### src/rtl/riscv_pkg.sv
// Shared RISC-V definitions for the memory stage.
// Contents: XLEN, load/store funct3 encodings, LSU FSM state type.
package riscv_pkg;

  localparam int unsigned XLEN = 32;

  // Load/store access size and sign encodings
  localparam logic [2:0] F3_B  = 3'b000;
  localparam logic [2:0] F3_H  = 3'b001;
  localparam logic [2:0] F3_W  = 3'b010;
  localparam logic [2:0] F3_BU = 3'b100;
  localparam logic [2:0] F3_HU = 3'b101;

  typedef enum logic [1:0] {
    IDLE = 2'd0,
    REQ  = 2'd1,
    WAIT = 2'd2,
    DONE = 2'd3
  } lsu_state_t;

endpackage

### src/rtl/lsu_mem_stage_if.sv
// Data-memory request/grant/valid bus between the LSU and the data memory.
// master: LSU side (drives request fields, receives gnt/rvalid/rdata)
// slave : memory side
interface lsu_mem_stage_if;
  import riscv_pkg::*;

  logic            mem_req;
  logic            mem_we;
  logic [XLEN-1:0] mem_addr;
  logic [3:0]      mem_be;
  logic [XLEN-1:0] mem_wdata;
  logic            mem_gnt;
  logic            mem_rvalid;
  logic [XLEN-1:0] mem_rdata;

  modport master (
    output mem_req, mem_we, mem_addr, mem_be, mem_wdata,
    input  mem_gnt, mem_rvalid, mem_rdata
  );

  modport slave (
    input  mem_req, mem_we, mem_addr, mem_be, mem_wdata,
    output mem_gnt, mem_rvalid, mem_rdata
  );
endinterface

### src/rtl/lsu_lane_align.sv
// Combinational lane logic for the LSU.
// Inputs : live M-stage op/funct3/address low bits/store data; latched
//          funct3/lane and the returned memory word for load extraction.
// Outputs: legal/fault decode, byte enables, lane-replicated store data,
//          extracted and extended load data.
module lsu_lane_align
  import riscv_pkg::*;
(
  input  logic            mem_read,
  input  logic            mem_write,
  input  logic [2:0]      funct3,
  input  logic [1:0]      addr_lo,
  input  logic [XLEN-1:0] st_data,
  output logic            legal,
  output logic            fault,
  output logic [3:0]      be,
  output logic [XLEN-1:0] st_wdata,
  input  logic [2:0]      ld_funct3,
  input  logic [1:0]      ld_lane,
  input  logic [XLEN-1:0] ld_word,
  output logic [XLEN-1:0] ld_data
);

  logic            bad_f3;
  logic            misalign;
  logic [XLEN-1:0] ld_shift;
  logic [7:0]      ld_byte;
  logic [15:0]     ld_half;

  // Access legality: exactly one op, funct3 valid for that op, aligned
  always_comb begin
    bad_f3 = 1'b1;
    case (funct3)
      F3_B, F3_H, F3_W: bad_f3 = 1'b0;
      F3_BU, F3_HU:     bad_f3 = mem_write;
      default:          bad_f3 = 1'b1;
    endcase
    misalign = ((funct3[1:0] == 2'b01) && addr_lo[0]) ||
               ((funct3 == F3_W) && (addr_lo != 2'b00));
    legal    = (mem_read ^ mem_write) && !bad_f3 && !misalign;
    // Any memory op that is not legal (including read+write together) faults
    fault    = (mem_read | mem_write) && !legal;
  end

  // Store byte enables and lane replication (funct3[1:0] gives the size)
  always_comb begin
    be       = 4'b1111;
    st_wdata = st_data;
    case (funct3[1:0])
      2'b00: begin
        be       = 4'(4'b0001 << addr_lo);
        st_wdata = {4{st_data[7:0]}};
      end
      2'b01: begin
        be       = addr_lo[1] ? 4'b1100 : 4'b0011;
        st_wdata = {2{st_data[15:0]}};
      end
      default: begin
        be       = 4'b1111;
        st_wdata = st_data;
      end
    endcase
  end

  // Load lane extraction and sign/zero extension
  always_comb begin
    ld_shift = ld_word >> {ld_lane, 3'b000};
    ld_byte  = ld_shift[7:0];
    ld_half  = ld_lane[1] ? ld_word[31:16] : ld_word[15:0];
    case (ld_funct3)
      F3_B:    ld_data = {{24{ld_byte[7]}}, ld_byte};
      F3_BU:   ld_data = {24'd0, ld_byte};
      F3_H:    ld_data = {{16{ld_half[15]}}, ld_half};
      F3_HU:   ld_data = {16'd0, ld_half};
      default: ld_data = ld_word;
    endcase
  end

endmodule

### src/rtl/lsu_mem_stage.sv
// Memory-stage load/store unit: issues one data-memory access per M-stage
// load/store, stalls the pipeline until it completes, and registers the
// extended load result for the M/W register.
// Ports: clk, reset_n (sync active-low); MemReadM/MemWriteM/funct3M/
//        ALUResultM/WriteDataM from M stage; ReadDataM (registered),
//        StallM, FaultM; mem_if master port to the data memory.
module lsu_mem_stage
  import riscv_pkg::*;
(
  input  logic                   clk,
  input  logic                   reset_n,
  input  logic                   MemReadM,
  input  logic                   MemWriteM,
  input  logic [2:0]             funct3M,
  input  logic [XLEN-1:0]        ALUResultM,
  input  logic [XLEN-1:0]        WriteDataM,
  output logic [XLEN-1:0]        ReadDataM,
  output logic                   StallM,
  output logic                   FaultM,
  lsu_mem_stage_if.master        mem_if
);

  lsu_state_t      state_q, state_d;
  logic [XLEN-1:0] addr_q, addr_d;
  logic [3:0]      be_q, be_d;
  logic [XLEN-1:0] wdata_q, wdata_d;
  logic            we_q, we_d;
  logic [2:0]      f3_q, f3_d;
  logic [1:0]      lane_q, lane_d;
  logic [XLEN-1:0] rdata_q, rdata_d;

  logic            req_c, stall_c, fault_c;
  logic            al_legal, al_fault;
  logic [3:0]      al_be;
  logic [XLEN-1:0] al_wdata, al_ld_data, word_addr;

  assign word_addr = {ALUResultM[XLEN-1:2], 2'b00};

  lsu_lane_align u_align (
    .mem_read  (MemReadM),
    .mem_write (MemWriteM),
    .funct3    (funct3M),
    .addr_lo   (ALUResultM[1:0]),
    .st_data   (WriteDataM),
    .legal     (al_legal),
    .fault     (al_fault),
    .be        (al_be),
    .st_wdata  (al_wdata),
    .ld_funct3 (f3_q),
    .ld_lane   (lane_q),
    .ld_word   (mem_if.mem_rdata),
    .ld_data   (al_ld_data)
  );

  // State and latched access fields
  always_ff @(posedge clk) begin
    if (!reset_n) begin
      state_q <= IDLE;
      addr_q  <= '0;
      be_q    <= '0;
      wdata_q <= '0;
      we_q    <= 1'b0;
      f3_q    <= '0;
      lane_q  <= '0;
      rdata_q <= '0;
    end else begin
      state_q <= state_d;
      addr_q  <= addr_d;
      be_q    <= be_d;
      wdata_q <= wdata_d;
      we_q    <= we_d;
      f3_q    <= f3_d;
      lane_q  <= lane_d;
      rdata_q <= rdata_d;
    end
  end

  // Next state, latch updates and bus/pipeline outputs
  always_comb begin
    state_d = state_q;
    addr_d  = addr_q;
    be_d    = be_q;
    wdata_d = wdata_q;
    we_d    = we_q;
    f3_d    = f3_q;
    lane_d  = lane_q;
    rdata_d = rdata_q;
    req_c   = 1'b0;
    stall_c = 1'b0;
    fault_c = 1'b0;
    mem_if.mem_we    = we_q;
    mem_if.mem_addr  = addr_q;
    mem_if.mem_be    = be_q;
    mem_if.mem_wdata = wdata_q;

    case (state_q)
      IDLE: begin
        // Issue cycle presents the live fields; later cycles use the latch
        mem_if.mem_we    = MemWriteM;
        mem_if.mem_addr  = word_addr;
        mem_if.mem_be    = al_be;
        mem_if.mem_wdata = al_wdata;
        if (al_legal) begin
          req_c   = 1'b1;
          stall_c = 1'b1;
          addr_d  = word_addr;
          be_d    = al_be;
          wdata_d = al_wdata;
          we_d    = MemWriteM;
          f3_d    = funct3M;
          lane_d  = ALUResultM[1:0];
          if (mem_if.mem_gnt) state_d = MemWriteM ? DONE : WAIT;
          else                state_d = REQ;
        end else if (al_fault) begin
          fault_c = 1'b1;
          rdata_d = '0;
        end
      end
      REQ: begin
        req_c   = 1'b1;
        stall_c = 1'b1;
        if (mem_if.mem_gnt) state_d = we_q ? DONE : WAIT;
      end
      WAIT: begin
        stall_c = 1'b1;
        if (mem_if.mem_rvalid) begin
          rdata_d = al_ld_data;
          state_d = DONE;
        end
      end
      DONE: state_d = IDLE;
      default: state_d = IDLE;
    endcase
  end

  // Control outputs are suppressed combinationally while reset is held
  assign mem_if.mem_req = req_c & reset_n;
  assign StallM         = stall_c & reset_n;
  assign FaultM         = fault_c & reset_n;
  assign ReadDataM      = rdata_q;

endmodule

### src/flat_wrapper.sv
// flat-port wrapper written by rule: the top's interface ports become plain ports
module lsu_mem_stage_flat import riscv_pkg::*;
  (clk, reset_n, MemReadM, MemWriteM, funct3M, ALUResultM, WriteDataM, ReadDataM, StallM, FaultM, mem_if_mem_req, mem_if_mem_we, mem_if_mem_addr, mem_if_mem_be, mem_if_mem_wdata, mem_if_mem_gnt, mem_if_mem_rvalid, mem_if_mem_rdata);
  lsu_mem_stage_if mem_if_i ();
  input  logic clk;
  input  logic reset_n;
  input  logic MemReadM;
  input  logic MemWriteM;
  input  logic [2:0] funct3M;
  input  logic [XLEN-1:0] ALUResultM;
  input  logic [XLEN-1:0] WriteDataM;
  output logic [XLEN-1:0] ReadDataM;
  output logic StallM;
  output logic FaultM;
  output wire logic [$bits(mem_if_i.mem_req)-1:0] mem_if_mem_req;
  output wire logic [$bits(mem_if_i.mem_we)-1:0] mem_if_mem_we;
  output wire logic [$bits(mem_if_i.mem_addr)-1:0] mem_if_mem_addr;
  output wire logic [$bits(mem_if_i.mem_be)-1:0] mem_if_mem_be;
  output wire logic [$bits(mem_if_i.mem_wdata)-1:0] mem_if_mem_wdata;
  input wire logic [$bits(mem_if_i.mem_gnt)-1:0] mem_if_mem_gnt;
  input wire logic [$bits(mem_if_i.mem_rvalid)-1:0] mem_if_mem_rvalid;
  input wire logic [$bits(mem_if_i.mem_rdata)-1:0] mem_if_mem_rdata;
  assign mem_if_mem_req = mem_if_i.mem_req;
  assign mem_if_mem_we = mem_if_i.mem_we;
  assign mem_if_mem_addr = mem_if_i.mem_addr;
  assign mem_if_mem_be = mem_if_i.mem_be;
  assign mem_if_mem_wdata = mem_if_i.mem_wdata;
  assign mem_if_i.mem_gnt = mem_if_mem_gnt;
  assign mem_if_i.mem_rvalid = mem_if_mem_rvalid;
  assign mem_if_i.mem_rdata = mem_if_mem_rdata;
  lsu_mem_stage u_core (.clk(clk), .reset_n(reset_n), .MemReadM(MemReadM), .MemWriteM(MemWriteM), .funct3M(funct3M), .ALUResultM(ALUResultM), .WriteDataM(WriteDataM), .ReadDataM(ReadDataM), .StallM(StallM), .FaultM(FaultM), .mem_if(mem_if_i));
endmodule
### config.mk
export PLATFORM = sky130hd
export DESIGN_NAME = lsu_mem_stage_flat
export DESIGN_NICKNAME = d
export VERILOG_FILES = /design/src/rtl/riscv_pkg.sv /design/src/rtl/lsu_mem_stage_if.sv /design/src/rtl/lsu_lane_align.sv /design/src/rtl/lsu_mem_stage.sv /design/src/flat_wrapper.sv
export SDC_FILE = /design/constraint.sdc
export NUM_CORES = 1
export LEC_CHECK = 0
export BUFFER_PORTS_ARGS = -buffer_cell sky130_fd_sc_hd__buf_4
export CORE_ASPECT_RATIO = 1.75
export CORE_MARGIN = 2
export CORE_UTILIZATION = 50
export DETAILED_ROUTE_END_ITERATION = 6
export PLACE_DENSITY_LB_ADDON = 0.08
export SYNTH_ARGS = -nofsm -noshare
export SYNTH_HDL_FRONTEND = slang
export SYNTH_SLANG_ARGS = --single-unit
export TNS_END_PERCENT = 100
### constraint.sdc
create_clock -name clk -period 3.35 [get_ports clk]
set_input_delay 0.335 -clock clk [delete_from_list [all_inputs] [get_ports clk]]
set_output_delay 0.335 -clock clk [all_outputs]
set_load 0.05 [all_outputs]
== Yosys cells after proc, flatten, opt, wreduce, memory -nomap -nowiden ==
Index checks and enable logic that the tools add are counted.

* Register bits after elaboration: 106
* Logic and storage cells: 79

* Reductions and logical operators: 21
* Multiplexer cells: 27
* Shift-type cells: 2
* Eq/ne operators: 16
* Bitwise operators: 5

{| class="wikitable"
|+ Operator list
! kind !! count
|-
| $mux W32 || 5
|-
| $pmux W32 S2 || 2
|-
| $pmux W32 S4 || 1
|-
| $shr A32 B5 Y8 || 1
|-
| $mux W16 || 1
|-
| $eq A3 B3 Y1 const B || 4
|-
| $mux W2 || 4
|-
| $mux W4 || 2
|-
| $pmux W2 S4 || 1
|-
| $pmux W4 S2 || 1
|-
| $mux W1 || 7
|-
| $eq A3 B1 Y1 const B || 2
|-
| $logic_not A3 Y1 || 2
|-
| $ne A2 B2 Y1 const B || 3
|-
| $pmux W1 S2 || 3
|-
| $logic_and A1 B1 Y1 || 5
|-
| $eq A2 B1 Y1 const B || 2
|-
| $eq A2 B2 Y1 const B || 2
|-
| $logic_not A2 Y1 || 2
|-
| $ne A2 B1 Y1 const B || 2
|-
| $reduce_and A4 Y1 || 1
|-
| $reduce_bool A2 Y1 || 2
|-
| $reduce_or A2 Y1 || 2
|-
| $shl A1 B2 Y4 const A || 1
|-
| 9 further kinds || 13
|}

== Longest topological paths before layout ==
* Depth in word-level cells: 12
* Mapped depth: 10
* Mapped depth without buffers: 6

== Modules after synthesis ==
From an unflattened synthesis, not the netlist that was laid out.

* Cells, all modules: 760
* Area, all modules: 6343.6 um2

{| class="wikitable"
|+ Modules (own cells, without submodules)
! module !! times used !! cells an instance !! area an instance (um2) !! sequential area each (um2)
|-
| lsu_mem_stage || 1 || 567 || 5094.9 || 2122.0
|-
| lsu_lane_align || 1 || 193 || 1248.7 || 0.0
|}

== Worst setup path before layout ==
OpenSTA, ideal clock, no wires.

* Kind: reg-to-output
* Start: register u_core.state_q[1]
* End: output port StallM
* Path buffers: 3
* Setup slack: 0.419 ns
* Arrival time: 2.596 ns
* Stages on the path, launching flop included: 10
* Path through: dfxtp_1 -> inv_1 -> ha_1 -> clkbuf_1 -> and2_1 -> o211a_1 -> buf_2 -> buf_2 -> nor2_1 -> nor3b_1

* Longest elaborated chain between the ends: 4
* Elaborated cells between the ends (all ways): 6
* Classes of those cells: eq/ne: 2; mux: 1; bitwise: 1; reduce/logical: 2

{| class="wikitable"
|+ Ends and longest elaborated chain
! item !! line !! text
|-
| from (decl) || lsu_mem_stage.sv:23 || <nowiki>lsu_state_t state_q, state_d;</nowiki>
|-
| from (signal assigned) || lsu_mem_stage.sv:67 || <nowiki>state_q <= state_d;</nowiki>
|-
| $eq A2 B1 Y1 or $eq A2 B2 Y1 (tied branches) || lsu_mem_stage.sv:96 || <nowiki>case (state_q)</nowiki>
|-
| $reduce_or A2 Y1 (no line) || -- ||
|-
| $pmux W1 S2 * || lsu_mem_stage.sv:96 ||
|-
| $and A1 B1 Y1 * || lsu_mem_stage.sv:138 || <nowiki>assign StallM = stall_c & reset_n;</nowiki>
|-
| to (decl) || flat_wrapper.sv:13 || <nowiki>output logic StallM;</nowiki>
|}

Mark *: on every way between the ends. The rest lies on a longest branch, timed or not.

== Worst setup path in the final report ==
* Start: register u_core.state_q[1]
* End: output port mem_if_mem_addr[18]

* Longest elaborated chain between the ends: 2

{| class="wikitable"
|+ Ends and longest elaborated chain
! item !! line !! text
|-
| $logic_not A2 Y1 || lsu_mem_stage.sv:96 ||
|-
| $mux W32 || lsu_mem_stage.sv:96 ||
|-
| to (decl) || flat_wrapper.sv:17 || <nowiki>output wire logic [$bits(mem_if_i.mem_addr)-1:0] mem_if_mem_addr;</nowiki>
|}

No other way between the ends.

==> summary.md <==
| Metric | Value |
|---|---|
| Mapped Area | `5970 um^2` |
| Slew of the pin with the lowest slew margin | `1.06 ns` |
| Number of nets at the end of the flow | `969` |
| Adder and majority gate portion of the synthesized area | `1.05%` |
| Number of global-route vias before repair | `5468` |
| Clock tree from TritonCTS | `done` |
| Synth async-reset ratio | `0%` |
| Number of different library cells in the post-synthesis netlist | `43` |
| Biggest area contributors in the synthesized netlist | `dfxtp_1 (36%), mux2_2 (12%), nand2_1 (11%), a21boi_0 (7.7%), mux2i_1 (6.0%)` |
| Half-perimeter wire length of the detailed placement result | `12500 um` |
| Chip Height | `149 um` |
| H-tree levels | `3` |
| Wire length of the first global-routing pass | `26900 um` |
| Die X-Extent | `86.6 um` |
| Complex-gate fraction of the synthesized area | `23.8%` |
| Post-CTS setup buffer count | `0` |
| Type of the worst min-delay path | `primary input to register` |
| Maximum clock frequency | `354 MHz` |
| Std-Cell Core Area | `11600 um^2` |
| Number of iterations in the first detailed-routing pass | `6` |
| Cell-internal power | `3.24 mW` |
| Comb power frac | `62.6%` |
| Routed vias/inst | `5.77` |
| Number of remaining DRC errors | `0` |
| FILL cells | `995` |
| Power per cell area | `854 nW/um^2` |
| Main combinational cell family by area after synthesis | `compound AO/OA/AOI/OAI gates` |
| RSZ-0062 raised after global routing | `false` |
| Clock-pin slew of the registers on the worst-case setup and hold paths | `0.07 ns` |
| DRT Wirelength | `17200 um` |
| DRC violation total after the first TritonRoute iteration | `248` |
| Fraction of final layout cells sized beyond drive strength 1 | `35.6%` |
| Count of non-filler cells in the finished layout | `999` |
| Root cell of the clock tree | `clkbuf_16` |
| Worst path arrival time | `2.49 ns` |
| Buffers added on ports | `206` |
| Warnings, synthesis | `0` |
| Share of synthesized area spent on multiplexers | `17.9%` |
| I/O pins | `209` |
| Portion of synthesized cell area occupied by the leading cell type | `35.6%` |
| Area of the die | `12900 um^2` |
| Total global routing track utilization | `26.2%` |
| Routed via count | `5762` |
| Data required time at the worst endpoint | `3.01 ns` |
| Proportion of power drawn by the clock network | `15.3%` |
| Number of sinks handled by clock tree synthesis | `106` |
| Tcrit/Tclk final | `84.3%` |
| Worst reg2reg setup slack | `0.74 ns` |
| Number of flops mapped to enable cells by yosys | `0` |
| Initial antenna violation count | `0` |
| Shortest clock period the worst path allows after layout | `2.82 ns` |
| Net load switching power | `3.39 mW` |
| Type of element capturing the critical path | `primary output` |
| Post-Place Cells | `983` |
| Status | `complete, no violations` |
| Cell taking the most area after synthesis | `dfxtp_1` |
| Worst-case clock buffer depth | `2` |
| CTS hold repair buffers | `0` |
| Post-synthesis cell count | `698` |
| Max-slew headroom | `29.5%` |
| Parity-gate share of the synthesized area counting xor and xnor cells | `0%` |
| Final Hold Violating Endpoints | `0` |
| Critical path class | `register to primary output` |
| Share of total power in sequential cells | `22.1%` |
| Maximum resistive drop on vdd | `0.915 mV` |
| Pin count of the biggest net entering global routing | `94` |
| Fraction of the mapped netlist area in simple logic gates | `16.0%` |
| Syn-to-layout area delta | `30.0%` |
| Post-Route Setup TNS | `0 ns` |
| Commonest cells in the synthesized netlist | `nand2_1 (169), dfxtp_1 (106), mux2_2 (63), a21boi_0 (61), nor2_1 (40)` |
| Post-detailed-route wirelength per cell | `17.3 um` |
| Number of instances resized during post-cts repair | `0` |
| Synthesized flop and latch total | `106` |
| Sw frac | `51.2%` |
| Final setup vio count | `0` |
| Final Wtd Congestion | `0.859` |
| Worst-skew pair later-pin latency | `0.35 ns` |
| Crit-path max FO | `93` |
| Antenna Violating Nets Remaining | `0` |
| Mean area per synthesized cell | `8.55 um^2` |
| Number of slew-limit violations in the final report | `0` |
| Max-cap check violation count | `0` |
| Count leader, synth | `nand2_1` |
| Number of rows created at floorplan | `52` |
| Most used flip-flop cell after synthesis | `dfxtp_1` |
| Diodes inserted | `0` |
| Sequential share of the synthesized area | `35.6%` |
| Total clock buffers created by CTS | `9` |
| Leakage dissipation | `3.45 nW` |
| Worst Skew | `0.00664 ns` |
| Residual overflow from global routing | `0` |
| Startpoint type of the worst setup path | `register` |
| Effective utilization at floorplan | `51.5%` |
power groups by stage:
stage	clock, mW	combinational, mW	sequential [mW]
finish	1.01	4.15	1.47
global route	1.09	4.35	1.48
CTS	1.03	4.17	1.46
detailed placement	0	4.15	1.49
global placement	0	4.12	1.49
floorplan	0	2.97	1.57
logic make-up after synthesis:
kind of cell / after synthesis
DFF: 106
muxes: 99
AOI/OAI and AO/OA: 175
adders and majority gates: 5
buffers and inverters: 78
and+or+nand+nor: 234
other: 1
state kept, by name (all words and copies together) (netlist names):
| register | cells |
|---|---|
| u_core.wdata_q | 32 |
| u_core.we_q | 1 |
| u_core.be_q | 4 |
| u_core.addr_q | 30 |
| u_core.lane_q | 2 |
| u_core.f3_q | 3 |
| u_core.ReadDataM | 32 |
| u_core.state_q | 2 |
final timing paths:
check / startpoint / to / cells past startpoint
setup / recovery: u_core.state_q[1] / mem_if_mem_addr[18] / 5
hold reg to reg: u_core.ReadDataM[15] / u_core.ReadDataM[15] / 2
setup reg to reg: u_core.state_q[0] / u_core.ReadDataM[3] / 5
hold / removal: ALUResultM[10] / u_core.addr_q[10] / 3
cells in the final DEF (no fill, tap or decap), types with 10 or more instances in the layout:
cell type and n:
a21boi_0 61, a21oi_1 25, buf_4 212, dfxtp_1 106, inv_1 14, mux2_2 63
mux2i_1 36, nand2_1 169, nor2_1 40, o211a_1 20, o211ai_1 10, o21ai_0 10
o32ai_2 10
final cells by class:
| class | count | area [um^2] | area share, % |
|---|---|---|---|
| Multi-Input combinational cell | 515 | 3540 | 45.7 |
| Sequential cell | 106 | 2120 | 27.3 |
| Timing Repair Buffer | 212 | 1590 | 20.5 |
| Clock buffer | 10 | 229 | 2.95 |
| Tap cell | 135 | 169 | 2.18 |
| Inverter | 15 | 56.3 | 0.725 |
| Clock inverter | 6 | 48.8 | 0.629 |
metrics by stage:
step | power (mW) | worst slack (ns) | hold WS, ns | utilization (%) | cell area, um^2
6_report | 6.63 | 0.525 | 0.249 | 67.0 | 7760
4_1_cts | 6.66 | 0.559 | 0.241 | 67.0 | 7760
5_1_grt | 6.92 | 0.445 | 0.237 | 67.0 | 7760
3_5_place_dp | 5.65 | 0.729 | 0.453 | 64.6 | 7480
2_1_floorplan | 4.54 | 0.419 | 0.441 | - | 5970
3_3_place_gp | 5.61 | 0.795 | 0.448 | 64.6 | 7480
critical path: stages (launching register included):
cell     delay, ns
dfxtp_1       0.33
inv_1         0.14
ha_4          0.17
buf_4         0.74
mux2_2        0.45
buf_4         0.20
routing by layer:
layer | vias to the layer above | wire length, um | GRT usage, %
met3 | 46 | 1090 | 6.49
li1 | 2769 | - | -
met1 | 2731 | 6360 | 29.3
met2 | 216 | 8970 | 45.1
met5 | - | 0 | 0
met4 | 0 | 817 | 13.6
(Power assumes the default switching activity.)
